File: config.mk
export PLATFORM = sky130hd
export DESIGN_NAME = poly1305_msgfeed_flat
export DESIGN_NICKNAME = d
export VERILOG_FILES = /design/src/rtl/poly1305_msgfeed_pkg.sv /design/src/rtl/poly1305_msgfeed_if.sv /design/src/rtl/poly1305_padmask.sv /design/src/rtl/poly1305_msgfeed.sv /design/src/flat_wrapper.sv
export SDC_FILE = /design/constraint.sdc
export NUM_CORES = 1
export LEC_CHECK = 0
export BUFFER_PORTS_ARGS = -buffer_cell sky130_fd_sc_hd__buf_2
export CAP_MARGIN = 20
export CORE_MARGIN = 2
export CORE_UTILIZATION = 50
export DETAILED_ROUTE_END_ITERATION = 6
export PLACE_DENSITY = 0.77
export SYNTH_ARGS = -nofsm -noshare
export SYNTH_HDL_FRONTEND = slang
export SYNTH_SLANG_ARGS = --single-unit
File: constraint.sdc
create_clock -name clk -period 4.5 [get_ports clk]
set_input_delay 0.675 -clock clk [delete_from_list [all_inputs] [get_ports clk]]
set_output_delay 0.675 -clock clk [all_outputs]
set_load 0.01 [all_outputs]
File: src/rtl/poly1305_msgfeed_pkg.sv
// Shared constants and types for the poly1305 message feeder and core wrapper.
// Latency: n/a (definitions only).
// Backpressure: n/a (definitions only).
package poly1305_pkg;

  localparam int BLK_W     = 128;
  localparam int BLK_BYTES = BLK_W / 8;

  // Appended after the last message byte of a partial block.
  localparam logic [7:0] PAD_BYTE = 8'h01;

  // Clamp applied to the r half of the one-time key.
  localparam logic [BLK_W-1:0] RCLAMP = 128'h0ffffffc0ffffffc0ffffffc0fffffff;

  typedef enum logic [1:0] {
    ST_FILL  = 2'd0,
    ST_ISSUE = 2'd1,
    ST_WAIT  = 2'd2,
    ST_TAG   = 2'd3
  } state_t;

endpackage

File: src/rtl/poly1305_msgfeed_if.sv
// Bundle between a word-stream source / poly1305 core and the message feeder.
// Latency: n/a (wiring only).
// Backpressure: in_valid/in_ready on the word stream; blk_ld/blk_rdy toward the core.
// Ports: in_* = message words, blk_* = block handoff to the core, tag_valid/busy = status.
interface poly1305_msgfeed_if #(
  parameter int IN_W = 32,
  parameter int BW   = $clog2(IN_W / 8) + 1
);

  logic [IN_W-1:0] in_data;
  logic            in_valid;
  logic            in_ready;
  logic            in_last;
  logic [BW-1:0]   in_bytes;
  logic [127:0]    blk_m;
  logic            blk_fb;
  logic            blk_ld;
  logic            blk_first;
  logic            blk_rdy;
  logic            tag_valid;
  logic            busy;

  // Source of words and responder for the core handshake.
  modport master (
    output in_data, in_valid, in_last, in_bytes, blk_rdy,
    input  in_ready, blk_m, blk_fb, blk_ld, blk_first, tag_valid, busy
  );

  // The feeder itself.
  modport slave (
    input  in_data, in_valid, in_last, in_bytes, blk_rdy,
    output in_ready, blk_m, blk_fb, blk_ld, blk_first, tag_valid, busy
  );

endinterface

File: src/rtl/poly1305_padmask.sv
// Zeroes block bytes at index >= i_n and, for a partial block, writes the 0x01 pad at byte i_n.
// Latency: combinational.
// Backpressure: none.
// Ports: i_blk raw buffer, i_n valid byte count (0..16), i_partial pad enable, o_blk padded block.
module poly1305_padmask
  import poly1305_pkg::*;
(
  input  logic [BLK_W-1:0] i_blk,
  input  logic [4:0]       i_n,
  input  logic             i_partial,
  output logic [BLK_W-1:0] o_blk
);

  always_comb begin
    o_blk = '0;
    for (int b = 0; b < BLK_BYTES; b++) begin
      if (5'(b) < i_n) begin
        o_blk[8*b +: 8] = i_blk[8*b +: 8];
      end else if (i_partial && (5'(b) == i_n)) begin
        o_blk[8*b +: 8] = PAD_BYTE;
      end
    end
  end

endmodule

File: src/rtl/poly1305_msgfeed.sv
// Packs little-endian message words into 128-bit poly1305 blocks, pads the tail, drives the core.
// Latency: block load pulse one cycle after the word completing it; tag flag one cycle after blk_rdy.
// Backpressure: in_ready is low from block issue until the core returns blk_rdy (no fill/compute overlap).
// Ports: clk, reset (sync, active-low), bus = word stream in + core block handoff out + status.
module poly1305_msgfeed
  import poly1305_pkg::*;
#(
  parameter int IN_W = 32,
  parameter int BW   = $clog2(IN_W / 8) + 1
) (
  input  logic                  clk,
  input  logic                  reset,
  poly1305_msgfeed_if.slave     bus
);

  localparam int BPW    = IN_W / 8;
  localparam int WPB    = BLK_W / IN_W;
  localparam int WIDX_W = (WPB > 1) ? $clog2(WPB) : 1;
  localparam logic [WIDX_W-1:0] WIDX_LAST = WIDX_W'(WPB - 1);

  state_t             r_state;
  logic [WIDX_W-1:0]  r_widx;
  logic [BLK_W-1:0]   r_buf;
  logic               r_first_pend;
  logic               r_last_pend;
  logic               r_fb;
  logic               r_first;
  logic               r_ld;
  logic               r_tag;
  logic               r_busy;

  logic               w_in_ready;
  logic               w_accept;
  logic [BW-1:0]      w_bytes_eff;
  logic [4:0]         w_n;
  logic               w_partial;
  logic [BLK_W-1:0]   w_buf_wr;
  logic [BLK_W-1:0]   w_blk_pad;

  // Gating with reset keeps in_ready low during the reset cycle itself.
  assign w_in_ready = (r_state == ST_FILL) && reset;
  assign w_accept   = bus.in_valid && w_in_ready;

  // Out-of-range byte counts on a last word mean a full word.
  always_comb begin
    w_bytes_eff = bus.in_bytes;
    if ((bus.in_bytes == '0) || (bus.in_bytes > BW'(BPW))) begin
      w_bytes_eff = BW'(BPW);
    end
  end

  assign w_n       = 5'(BPW * int'(r_widx) + int'(w_bytes_eff));
  assign w_partial = (w_n != 5'(BLK_BYTES));

  always_comb begin
    w_buf_wr = r_buf;
    w_buf_wr[IN_W*r_widx +: IN_W] = bus.in_data;
  end

  // Bytes above the current word are already zero (buffer cleared per block), so
  // masking from byte n upward only strips the unused lanes of the last word.
  poly1305_padmask u_padmask (
    .i_blk     (w_buf_wr),
    .i_n       (w_n),
    .i_partial (w_partial),
    .o_blk     (w_blk_pad)
  );

  always_ff @(posedge clk) begin
    if (!reset) begin
      r_state      <= ST_FILL;
      r_widx       <= '0;
      r_buf        <= '0;
      r_first_pend <= 1'b1;
      r_last_pend  <= 1'b0;
      r_fb         <= 1'b0;
      r_first      <= 1'b0;
      r_ld         <= 1'b0;
      r_tag        <= 1'b0;
      r_busy       <= 1'b0;
    end else begin
      r_ld  <= 1'b0;
      r_tag <= 1'b0;
      case (r_state)
        ST_FILL: begin
          if (w_accept) begin
            r_busy <= 1'b1;
            if (bus.in_last) begin
              r_buf       <= w_blk_pad;
              r_fb        <= !w_partial;
              r_last_pend <= 1'b1;
              r_widx      <= '0;
              r_ld        <= 1'b1;
              r_first     <= r_first_pend;
              r_state     <= ST_ISSUE;
            end else if (r_widx == WIDX_LAST) begin
              r_buf   <= w_buf_wr;
              r_fb    <= 1'b1;
              r_widx  <= '0;
              r_ld    <= 1'b1;
              r_first <= r_first_pend;
              r_state <= ST_ISSUE;
            end else begin
              r_buf  <= w_buf_wr;
              r_widx <= r_widx + 1'b1;
            end
          end
        end
        // r_ld was raised on entry, so the load pulse spans exactly this cycle.
        ST_ISSUE: r_state <= ST_WAIT;
        ST_WAIT: begin
          if (bus.blk_rdy) begin
            r_buf        <= '0;
            r_first_pend <= 1'b0;
            if (r_last_pend) begin
              r_tag   <= 1'b1;
              r_state <= ST_TAG;
            end else begin
              r_state <= ST_FILL;
            end
          end
        end
        ST_TAG: begin
          r_first_pend <= 1'b1;
          r_last_pend  <= 1'b0;
          r_busy       <= 1'b0;
          r_state      <= ST_FILL;
        end
        default: r_state <= ST_FILL;
      endcase
    end
  end

  assign bus.in_ready  = w_in_ready;
  assign bus.blk_m     = r_buf;
  assign bus.blk_fb    = r_fb;
  assign bus.blk_ld    = r_ld;
  assign bus.blk_first = r_first;
  assign bus.tag_valid = r_tag;
  assign bus.busy      = r_busy;

endmodule

File: src/flat_wrapper.sv
// flat-port wrapper written by rule: the top's interface ports become plain ports
module poly1305_msgfeed_flat import poly1305_pkg::*;
#(
  parameter int IN_W = 32,
  parameter int BW   = $clog2(IN_W / 8) + 1
)
  (clk, reset, bus_in_data, bus_in_valid, bus_in_last, bus_in_bytes, bus_blk_rdy, bus_in_ready, bus_blk_m, bus_blk_fb, bus_blk_ld, bus_blk_first, bus_tag_valid, bus_busy);
  poly1305_msgfeed_if #(.IN_W(IN_W), .BW(BW)) bus_i ();
  input  logic clk;
  input  logic reset;
  input wire logic [$bits(bus_i.in_data)-1:0] bus_in_data;
  input wire logic [$bits(bus_i.in_valid)-1:0] bus_in_valid;
  input wire logic [$bits(bus_i.in_last)-1:0] bus_in_last;
  input wire logic [$bits(bus_i.in_bytes)-1:0] bus_in_bytes;
  input wire logic [$bits(bus_i.blk_rdy)-1:0] bus_blk_rdy;
  output wire logic [$bits(bus_i.in_ready)-1:0] bus_in_ready;
  output wire logic [$bits(bus_i.blk_m)-1:0] bus_blk_m;
  output wire logic [$bits(bus_i.blk_fb)-1:0] bus_blk_fb;
  output wire logic [$bits(bus_i.blk_ld)-1:0] bus_blk_ld;
  output wire logic [$bits(bus_i.blk_first)-1:0] bus_blk_first;
  output wire logic [$bits(bus_i.tag_valid)-1:0] bus_tag_valid;
  output wire logic [$bits(bus_i.busy)-1:0] bus_busy;
  assign bus_i.in_data = bus_in_data;
  assign bus_i.in_valid = bus_in_valid;
  assign bus_i.in_last = bus_in_last;
  assign bus_i.in_bytes = bus_in_bytes;
  assign bus_i.blk_rdy = bus_blk_rdy;
  assign bus_in_ready = bus_i.in_ready;
  assign bus_blk_m = bus_i.blk_m;
  assign bus_blk_fb = bus_i.blk_fb;
  assign bus_blk_ld = bus_i.blk_ld;
  assign bus_blk_first = bus_i.blk_first;
  assign bus_tag_valid = bus_i.tag_valid;
  assign bus_busy = bus_i.busy;
  poly1305_msgfeed #(.IN_W(IN_W), .BW(BW)) u_core (.clk(clk), .reset(reset), .bus(bus_i));
endmodule
* After elaboration in Yosys (flattened, before gate mapping) *
Index checks and enable logic that the tools add are counted.

storage, ports and cells
  word-level logic and storage cells = 152
  register bits after elaboration = 139
  output and inout bits = 134
  bits of input ports = 40

cells by class
  reductions and logical operators = 36
  eq/ne operators = 24
  order comparisons = 17
  $add $sub $neg = 3
  muxes and demuxes = 60
  shift-type cells = 2

operator list
  operator                                                 count
  2-to-1 mux 128 bit                                       3
  case mux 128 bit (2 select lines)                        1
  bitwise mux 128 bit                                      1
  2-to-1 mux 8 bit                                         16
  variable shift 32 x 34 -> 128 bit, first input constant  1
  indexed part select 32 x 34 -> 128 bit                   1
  equality test 4 x 5 -> 1 bit, first input constant       8
  < comparator 4 x 5 -> 1 bit, first input constant        8
  negator 7 -> 34 bit                                      1
  2-to-1 mux 1 bit                                         27
  equality test 3 x 5 -> 1 bit, first input constant       4
  < comparator 3 x 5 -> 1 bit, first input constant        4
  logical AND 1 bit                                        18
  AND reduction 3 bit                                      6
  2-to-1 mux 2 bit                                         7
  equality test 2 x 5 -> 1 bit, first input constant       2
  < comparator 1 x 5 -> 1 bit, first input constant        2
  < comparator 2 x 5 -> 1 bit, first input constant        2
  case mux 2 bit (4 select lines)                          1
  nonzero test 2 bit                                       4
  equality test 2 bit, second input constant               3
  case mux 1 bit (2 select lines)                          3
  AND reduction 2 bit                                      3
  adder 4 x 3 -> 5 bit                                     1
  14 further kinds                                         15

* Longest topological paths before layout *
Gate-level depths: netlist (run 1).

  word-level depth = 11
  mapped depth = 12
  gate-level depth less buffers = 10

* By module *
Synthesis (run 1) repeated with hierarchy kept, for this count alone.

unflattened totals
  cell total of the unflattened synthesis = 993
  area total of the unflattened synthesis = 8,420.6 sq um

by module, submodules not included
  module            area each (sq um)  times used  cells each
  poly1305_msgfeed  7,079.3            1           792
  poly1305_padmask  1,341.3            1           201

* Worst setup path after synthesis (run 1) *
No wires, ideal clock.

  kind = input port to flip-flop
  from = in bus_in_bytes[1]
  to = reg u_core.r_buf[1] (netlist: u_core.bus.blk_m[1])
  arrival = 2.738 ns
  setup time = 0.061 ns
  buffers on the path = 2
  slack = 1.701 ns
  cell stages on the path = 12
  required time = 4.439 ns
  path through = or2_2 ha_1 inv_1 ha_1 inv_1 ha_1 clkbuf_2 and3b_1 buf_6 and3_4 o31ai_2 a22o_1

between the ends
  cells in the longest elaborated chain, start to end = 9
  elaborated cells between the ends (all ways) = 10
  those cells by class = add/sub: 1; order compare: 2; mux: 5; reduce/logical: 2

RTL lines
  element                                                line                     source
  from (decl)                                            flat_wrapper.sv:14       input wire logic [$bits(bus_i.in_bytes)-1:0] bus_in_bytes;
  > comparator 3 bit or zero test 3 bit (tied branches)  poly1305_msgfeed.sv:47   if ((bus.in_bytes == '0) || (bus.in_bytes > BW'(BPW))) begin
  logical OR 1 bit                                       poly1305_msgfeed.sv:47
  2-to-1 mux 3 bit (*)                                   poly1305_msgfeed.sv:47
  adder 4 x 3 -> 5 bit (*)                               poly1305_msgfeed.sv:52   assign w_n = 5'(BPW * int'(r_widx) + int'(w_bytes_eff));
  < comparator 1 x 5 -> 1 bit (*)                        poly1305_padmask.sv:17   if (5'(b) < i_n) begin
  2-to-1 mux 8 bit (*)                                   poly1305_padmask.sv:17
  2-to-1 mux 128 bit (*)                                 poly1305_msgfeed.sv:88   if (bus.in_last) begin
  2-to-1 mux 128 bit (*)                                 poly1305_msgfeed.sv:86   if (w_accept) begin
  case mux 128 bit (2 select lines) (*)                  poly1305_msgfeed.sv:84   case (r_state)
  to (signal assigned)                                   poly1305_msgfeed.sv:89   r_buf <= w_blk_pad;
  to (signal assigned)                                   poly1305_msgfeed.sv:97   r_buf <= w_buf_wr;
  to (signal assigned)                                   poly1305_msgfeed.sv:104  r_buf <= w_buf_wr;
  to (decl)                                              poly1305_msgfeed.sv:23   logic [BLK_W-1:0] r_buf;

Every way passes the cells marked *; elsewhere a longest branch is shown, timed or not. The select of a mux whose other input is x is not followed.
A chain may end at the register's enable or synchronous reset.

* Worst setup path after layout (run 1) *
  from = in bus_in_bytes[1]
  to = reg u_core.r_buf[110] (netlist: u_core.bus.blk_m[110])

between the ends
  cells in the longest elaborated chain, start to end = 9
  elaborated cells between the ends (all ways) = 10
  those cells by class = add/sub: 1; order compare: 2; mux: 5; reduce/logical: 2

RTL lines
  element                                                line
  > comparator 3 bit or zero test 3 bit (tied branches)  poly1305_msgfeed.sv:47
  logical OR 1 bit                                       poly1305_msgfeed.sv:47
  2-to-1 mux 3 bit (*)                                   poly1305_msgfeed.sv:47
  adder 4 x 3 -> 5 bit (*)                               poly1305_msgfeed.sv:52
  < comparator 4 x 5 -> 1 bit (*)                        poly1305_padmask.sv:17
  2-to-1 mux 8 bit (*)                                   poly1305_padmask.sv:17
  2-to-1 mux 128 bit (*)                                 poly1305_msgfeed.sv:88
  2-to-1 mux 128 bit (*)                                 poly1305_msgfeed.sv:86
  case mux 128 bit (2 select lines) (*)                  poly1305_msgfeed.sv:84

Marks and branches as above.

==> out/qor.yml, run 1 <==
hold_viol: 0
number_of_synthesized_flops_with_an_enable_pin: 0
slowest_delay_ns: 0.41
final.setup_skew_ns: 0.00602
wire_length_of_the_first_global_routing_pass_um: 31500
critPathLaunchType: "input pin"
ctsHoldBuffers: 0
seq_power_share_pct: 41.3
critical_path.most_common_cell: "ha_1"
global_route.overflow_total: 0
status: "finished, final reports clean"
max-slew-margin-rel_pct: 27.4
critPathRequiredTime_ns: 4.85
layout.nets: 924
max-vdd-ir-drop_mv: 0.271
holdCritPathClass: "reg2reg"
period_utilisation_layout_pct: 63.8
die_width_um: 116
synth.lib_cells_used.distinct: 66
floorplan.initialDensity_pct: 51.6
power_density_mw_per_mm2: 400
cts_tree: "built"
netlist_area_mm2: 0.00622
ctsRootBufferMaster: "clkbuf_16"
worst_pin_slew_ns: 1.09
synth-seq-area-share_pct: 44.7
max_freq_ghz: 0.348
placer_congestion_estimate: 0.957
fin_crit_ns: 2.87
power.switching_uw: 795
final.setup.tns_ns: 0
detailedRoute.firstPassIterationCount: 6
cts.htree.levels: 4
reg2reg_from: "u_core.r_widx[0]$_SDFFE_PN0P_"
antenna_left: 0
swShare_pct: 25.7
drv_cap: 0
internal_power_uw: 2290
die_area_mm2: 0.0134
pre_cts_slack_ns: 1.28
post-cts-setup-buffer-count: 0
grt_pass1_vias: 5957
cpMaxStageDelayCell: "a21oi_4"
critical_path_arrival_ns: 3.22
syn_nets: 779
power.share.clock_pct: 47.9
layout-area-overhead-vs-synth_pct: 24.0
dpl.hpwl_um: 13800
critPathCaptureType: "flop"
async_reset_ff_share_pct: 0
detailed_place.area_mm2: 0.00710
num_io_pins: 174
insertion_delay_ns: 0.43
criticalPathCategory: "in2reg"
wl_per_cell_um: 19.3
clock_tree.buffer_depth: 2
final_layout_size_suffix_gt1_share_pct: 26.2
critical_path_peak_fanout: 10
crit_startpoint: "bus_in_bytes[1]"
via_count: 6352
layout_common_cells: "buf_2 (173), dfxtp_1 (139), a21oi_1 (93)"
viasPerCell: 6.02
totalWireLength_um: 20400
final_max_slew_viol_count: 0
power.share.combinational_pct: 10.8
cts_buffers: 17
core_mm2: 0.0121
finalSetupViolations: 0
detailedRoute.firstIterationViolations: 524
avgSynthCellArea_um2: 8.54
timing.hold.worst.start: "u_core.bus.blk_m[93]$_SDFFE_PN0P_"
ys_warn_count: 0
cts.sink_count: 139
power.leakage_uw: 0.00321
path_clk_slew_ns: 0.06
antenna_found_initial: 0
track_usage_pct: 30.5
grt_start_max_net_pins: 33
cell_count_after_synthesis: 729
rsz_0062_raised_after_global_routing: "no"
die_h_um: 116
number_of_buffers_inserted_by_port_buffering: 173
floorplan.rows: 40
cts_resized: 0
path_cells: "buf_2 > or2_2 > ha_1 > inv_1 > ha_1 > inv_1 > ha_1 > nand4bb_1 > a21oi_4 > o21ai_1 > nor3_1"
synthFlopType: "dfxtp_1"
mostFrequentLayoutCell: "buf_2"
stdcell_area_mm2: 0.00772
number_of_inserted_diodes: 0
setup_ws_ns: 1.63
drt_drc_violations_left: 0
synth-seq-cells: 139
-- metal layers --
layer,vias to the layer above,global-route usage [%],part of all wire (%)
met2,328,46.4,45
met1,2993,39.9,41
met5,-,0,0
li1,2971,-,-
met4,0,12.9,3.1
met3,60,9.78,10
-- cells by family (layout without fill, tap and decap cells) --
logic type | Yosys count | after routing | share of synthesized area, %
adder cells (fa/ha/maj) | 10 | 10 | 2.01
AND/OR/NAND/NOR | 278 | 278 | 22.9
multiplexers | 1 | 1 | 0.161
AO/OA/AOI/OAI | 231 | 231 | 24.8
flip-flops | 139 | 139 | 44.7
buffers and inverters | 70 | 228 | 5.35
-- cells in the mapped netlist, drive strengths merged, types with 2 or more instances --
cell / count / area (um2)
nor3b: 3 / 27.5
o22ai: 3 / 18.8
nor3: 28 / 140
nand4: 8 / 50.1
a22o: 11 / 96.3
buf: 33 / 191
nor2b: 13 / 81.3
a221oi: 8 / 70.1
a32o: 4 / 40.0
a31o: 3 / 26.3
nand3b: 2 / 27.5
inv: 14 / 52.6
and3: 4 / 30.0
dfxtp: 139 / 2780
nand2b: 7 / 43.8
nor2: 30 / 120
nand4bb: 4 / 61.3
ha: 10 / 125
a21o: 2 / 15.0
o21a: 2 / 15.0
a31oi: 16 / 100
o31ai: 4 / 35.0
nand2: 82 / 308
a32oi: 4 / 35.0
o21ai: 25 / 159
a22oi: 26 / 195
and2: 3 / 18.8
nor4bb: 3 / 30.0
a21oi: 96 / 507
nand3: 82 / 410
a211oi: 15 / 118
and3b: 4 / 35.0
clkbuf: 23 / 88.8
-- layout make-up --
type	instances	area, um2
Clock buffer	23	488
Clock inverter	9	134
Fill cell	1098	4340
Inverter	14	52.6
Multi-Input combinational cell	520	3120
Sequential cell	139	2780
Tap cell	168	210
Timing Repair Buffer	182	933
-- power by group through the flow --
| stage | clock network, uW | registers [uW] | logic (uW) |
|---|---|---|---|
| finish | 1480 | 1280 | 332 |
| global route | 1540 | 1280 | 358 |
| CTS | 1480 | 1280 | 325 |
| detailed placement | 0 | 1300 | 322 |
| global placement | 0 | 1300 | 321 |
| floorplan | 0 | 1310 | 197 |
-- sequential cells by signal, summed over array words and instances, names as in the netlist --
name / flops
u_core.bus.blk_m: 128
u_core.r_state: 2
u_core.r_widx: 2
u_core.bus.blk_fb: 1
u_core.bus.blk_first: 1
u_core.bus.blk_ld: 1
u_core.bus.busy: 1
u_core.bus.tag_valid: 1
u_core.r_first_pend: 1
u_core.r_last_pend: 1
-- per-stage QoR --
| stage | utilization (%) | power [uW] | instances | hold WS, ns |
|---|---|---|---|---|
| after global placement | 58.9 | 1620 | 1023 | 0.435 |
| final | 64.0 | 3090 | 1055 | 0.445 |
| after global routing | 64.0 | 3180 | 1055 | 0.465 |
| after detailed placement | 58.9 | 1620 | 1023 | 0.440 |
| after CTS | 64.0 | 3080 | 1055 | 0.447 |
| after floorplan | - | 1500 | 729 | 0.439 |
-- worst paths after layout --
path                                                      endpoint  slack [ns]  depth (start not counted)
worst min register to register   u_core.bus.blk_m[93]$_SDFFE_PN0P_        0.44                          2
worst min-delay path             u_core.bus.blk_m[93]$_SDFFE_PN0P_        0.44                          2
worst max register to register  u_core.bus.blk_m[110]$_SDFFE_PN0P_        1.73                          7
worst max-delay path            u_core.bus.blk_m[110]$_SDFFE_PN0P_        1.63                         11
-- worst max-delay path, delay by kind of cell --
| kind | cells | cell delay [ns] |
|---|---|---|
| fa+ha+maj | 3 | 0.65 |
| simple gates | 3 | 0.96 |
| compound gates | 2 | 0.67 |
| buf+inv | 3 | 0.25 |
No activity file was read; power rests on OpenSTA's default activity.
==> run 2: changes to the inputs <==
--- a/config.mk
+++ b/config.mk
@@ -5,12 +5,13 @@
 export SDC_FILE = /design/constraint.sdc
 export NUM_CORES = 1
 export LEC_CHECK = 0
+export ABC_AREA = 1
 export BUFFER_PORTS_ARGS = -buffer_cell sky130_fd_sc_hd__buf_2
 export CAP_MARGIN = 20
 export CORE_MARGIN = 2
 export CORE_UTILIZATION = 50
 export DETAILED_ROUTE_END_ITERATION = 6
-export PLACE_DENSITY = 0.77
+export PLACE_DENSITY = 0.76
 export SYNTH_ARGS = -nofsm -noshare
 export SYNTH_HDL_FRONTEND = slang
 export SYNTH_SLANG_ARGS = --single-unit
==> constraint.sdc (replaced) <==
create_clock -name clk -period 2.85 [get_ports clk]
set_input_delay 0.4275 -clock clk [delete_from_list [all_inputs] [get_ports clk]]
set_output_delay 0.4275 -clock clk [all_outputs]
set_load 0.01 [all_outputs]
==> out/qor.yml, run 2 <==
status: "finished, final reports clean"  # unchanged
post-cts-setup-buffer-count: 0  # unchanged
wire_length_of_the_first_global_routing_pass_um: 32700  # was 31500 um
fin_crit_ns: 2.49
max-slew-margin-rel_pct: 54.2  # was 27.4%
floorplan.initialDensity_pct: 50.8  # was 51.6%
detailedRoute.firstPassIterationCount: 6  # unchanged
ys_warn_count: 0  # unchanged
clock_tree.buffer_depth: 2  # unchanged
synthDominantAreaCellType: "dfxtp_1"  # unchanged
post-route-util_pct: 62.6  # was 64.0%
die_h_um: 120  # was 116 um
fin_hold_ws_ns: 0.283  # was 0.445 ns
antenna_left: 0  # unchanged
worst_pin_slew_ns: 0.686  # was 1.09 ns
die_area_mm2: 0.0143  # was 0.0134 mm2
r2r.worst_path.cells: 8  # was 7
global_route.overflow_total: 0  # unchanged
critical_path_peak_fanout: 22  # was 10
fill_cells: 1206  # was 1098
path_clk_slew_ns: 0.06  # about the same
finalSetupViolations: 0  # unchanged
drv_cap: 0  # unchanged
final.setup_skew_ns: 0.00627  # was 0.00602 ns
max-vdd-ir-drop_mv: 0.545  # was 0.271 mV
synth-seq-area-share_pct: 41.5  # was 44.7%
number_of_buffers_inserted_by_port_buffering: 173  # unchanged
dpl.hpwl_um: 14800  # was 13800 um
critPathRequiredTime_ns: 3.20  # was 4.85 ns
final_max_slew_viol_count: 0  # unchanged
wl_per_cell_um: 16.7  # was 19.3 um
cts_resized: 0  # unchanged
synth_top_area_share_pct: 41.5  # was 44.7%
rsz_0062_raised_after_global_routing: "no"  # unchanged
viasPerCell: 5.68  # was 6.02
cts_buffers: 17  # unchanged
floorplan.rows: 42  # was 40
final_layout_size_suffix_gt1_share_pct: 23.6  # was 26.2%
period_utilisation_layout_pct: 87.3
track_usage_pct: 29.0  # was 30.5%
number_of_synthesized_flops_with_an_enable_pin: 0  # unchanged
largest_register_ffs: 128  # unchanged
insertion_delay_ns: 0.43  # about the same
async_reset_ff_share_pct: 0  # unchanged
power.leakage_uw: 0.00354  # was 0.00321 uW
timing.hold.worst.start: "bus_in_data[13]"  # was u_core.bus.blk_m[93]$_SDFFE_PN0P_
detailedRoute.firstIterationViolations: 996  # was 524
die_width_um: 120  # was 116 um
critPathCaptureType: "flop"  # unchanged
cts.htree.levels: 4  # unchanged
ctsRootBufferMaster: "clkbuf_16"  # unchanged
hold_viol: 0  # unchanged
layout_common_cells: "nand2_1 (265), buf_2 (173), dfxtp_1 (139)"  # was buf_2 (173), dfxtp_1 (139), a21oi_1 (93)
number_of_inserted_diodes: 0  # unchanged
ctsHoldBuffers: 0  # unchanged
yosys-top-cells-area: "dfxtp_1 (42%), nand2_1 (15%), a21oi_1 (9.0%), o21ai_0 (5.2%), o2111ai_1 (3.5%)"  # was dfxtp_1 (45%), a21oi_1 (7.5%), nand3_1 (6.6%), nand2_1 (4.9%), a22oi_1 (3.1%)
drt_drc_violations_left: 0  # unchanged
final.setup.tns_ns: 0  # unchanged
grt_start_max_net_pins: 100  # was 33
antenna_found_initial: 0  # unchanged
synthFlopType: "dfxtp_1"  # unchanged
cell_count_after_synthesis: 927  # was 729
core_mm2: 0.0132  # was 0.0121 mm2
cts.sink_count: 139  # unchanged
num_io_pins: 174  # unchanged
grt_pass1_vias: 6310  # was 5957
multiInputGateArea_mm2: 0.00344  # was 0.00312 mm2
synth-seq-cells: 139  # unchanged
layout.nets: 1129  # was 924
power_density_mw_per_mm2: 645  # was 400 mW/mm2
synth.lib_cells_used.distinct: 43  # was 66
placer_congestion_estimate: 0.952  # was 0.957
yosysMostFrequentCell: "nand2_1"  # was dfxtp_1
max_freq_ghz: 0.402
reg2reg_from: "u_core.r_widx[1]$_SDFFE_PN0P_"  # was u_core.r_widx[0]$_SDFFE_PN0P_
totalWireLength_um: 21100  # was 20400 um
layout-area-overhead-vs-synth_pct: 23.2  # was 24.0%
syn_nets: 977  # was 779
mostFrequentLayoutCell: "nand2_1"  # was buf_2
holdCritPathClass: "in2reg"  # was reg2reg
timing.rr.end: "u_core.bus.blk_m[115]$_SDFFE_PN0P_"  # was u_core.bus.blk_m[110]$_SDFFE_PN0P_
setup_ws_ns: 0.361  # was 1.63 ns
via_count: 7197  # was 6352
netlist_area_mm2: 0.00670  # was 0.00622 mm2
synthTopCellsByCount: "nand2_1 (265), dfxtp_1 (139), a21oi_1 (120)"  # was dfxtp_1 (139), a21oi_1 (93), nand2_1 (82), nand3_1 (82), nor2_1 (29)
timing.reg2reg.setup_slack_ns: 0.36  # was 1.73 ns
area.sequential_mm2: 0.00278  # unchanged
whs_path_depth: 3  # was 2
hold_path_end: "u_core.bus.blk_m[13]$_SDFFE_PN0P_"  # was u_core.bus.blk_m[93]$_SDFFE_PN0P_
avgSynthCellArea_um2: 7.23  # was 8.54 um2
critPathLaunchType: "flop"  # was input pin
criticalPathCategory: "reg2reg"  # was in2reg
pre_cts_slack_ns: 0.305  # was 1.28 ns
cts_tree: "built"  # unchanged
critical_path_arrival_ns: 2.84  # was 3.22 ns
==> run 2: worst max path at each step <==
stage	start	to	slack [ns]	cells after the start
3_5_place_dp	bus_in_bytes[1]	u_core.bus.blk_m[11]$_SDFFE_PN0P_	0.30	16
6_report	u_core.r_widx[1]$_SDFFE_PN0P_	u_core.bus.blk_m[115]$_SDFFE_PN0P_	0.36	8
3_3_place_gp	bus_in_bytes[1]	u_core.bus.blk_m[17]$_SDFFE_PN0P_	0.33	16
5_1_grt	u_core.r_widx[1]$_SDFFE_PN0P_	u_core.bus.blk_m[115]$_SDFFE_PN0P_	0.21	8
2_1_floorplan	bus_in_bytes[1]	u_core.bus.blk_m[81]$_SDFFE_PN0P_	0.82	11
4_1_cts	u_core.r_widx[1]$_SDFFE_PN0P_	u_core.bus.blk_m[115]$_SDFFE_PN0P_	0.38	8
==> run 2: area by class of cell <==
cell class	instances	area share (%)
multi-input cells	687	41.7
flip-flops and latches	139	33.7
repair buffers	187	12.1
clock buffers	21	5.70
well taps	176	2.67
inverters	47	2.18
clock inverters	11	2.01
==> run 2: per-layer routing <==
metal | vias up | part of all wire (%) | GRT usage [%]
li1 | 3455 | - | -
met1 | 3378 | 45 | 39.9
met2 | 317 | 44 | 44.0
met3 | 47 | 8.6 | 7.98
met4 | 0 | 2.9 | 9.71
met5 | - | 0 | 0
==> run 2: where the power goes <==
part	total (uW)	switching (uW)	internal (uW)
clock	2390	861	1530
combinational	887	646	241
sequential	2050	41.5	2000
total	5320	1550	3770
==> run 2: cell families after synthesis <==
group	Yosys count	share of synthesized area, %
AOI/OAI and AO/OA	252	21.6
and+or+nand+nor	425	27.9
buffers and inverters	101	7.09
adders and majority gates	10	1.87
DFF	139	41.5
==> run 2: through the flow <==
step                      cells  power [uW]  cell area, um2
after global placement     1236        2950            7620
final                      1268        5320            8260
after CTS                  1268        5310            8260
after global routing       1268        5490            8260
after floorplan             927        2690            6700
after detailed placement   1236        2950            7620
==> run 2: critical path, cell delays in order, from the launching register on <==
cell,delay (ns)
dfxtp_1,0.41
inv_1,0.14
ha_1,0.42
inv_2,0.28
nand2_1,0.47
o21ai_0,0.34
o21a_1,0.16
nand2_1,0.05
a21oi_1,0.13
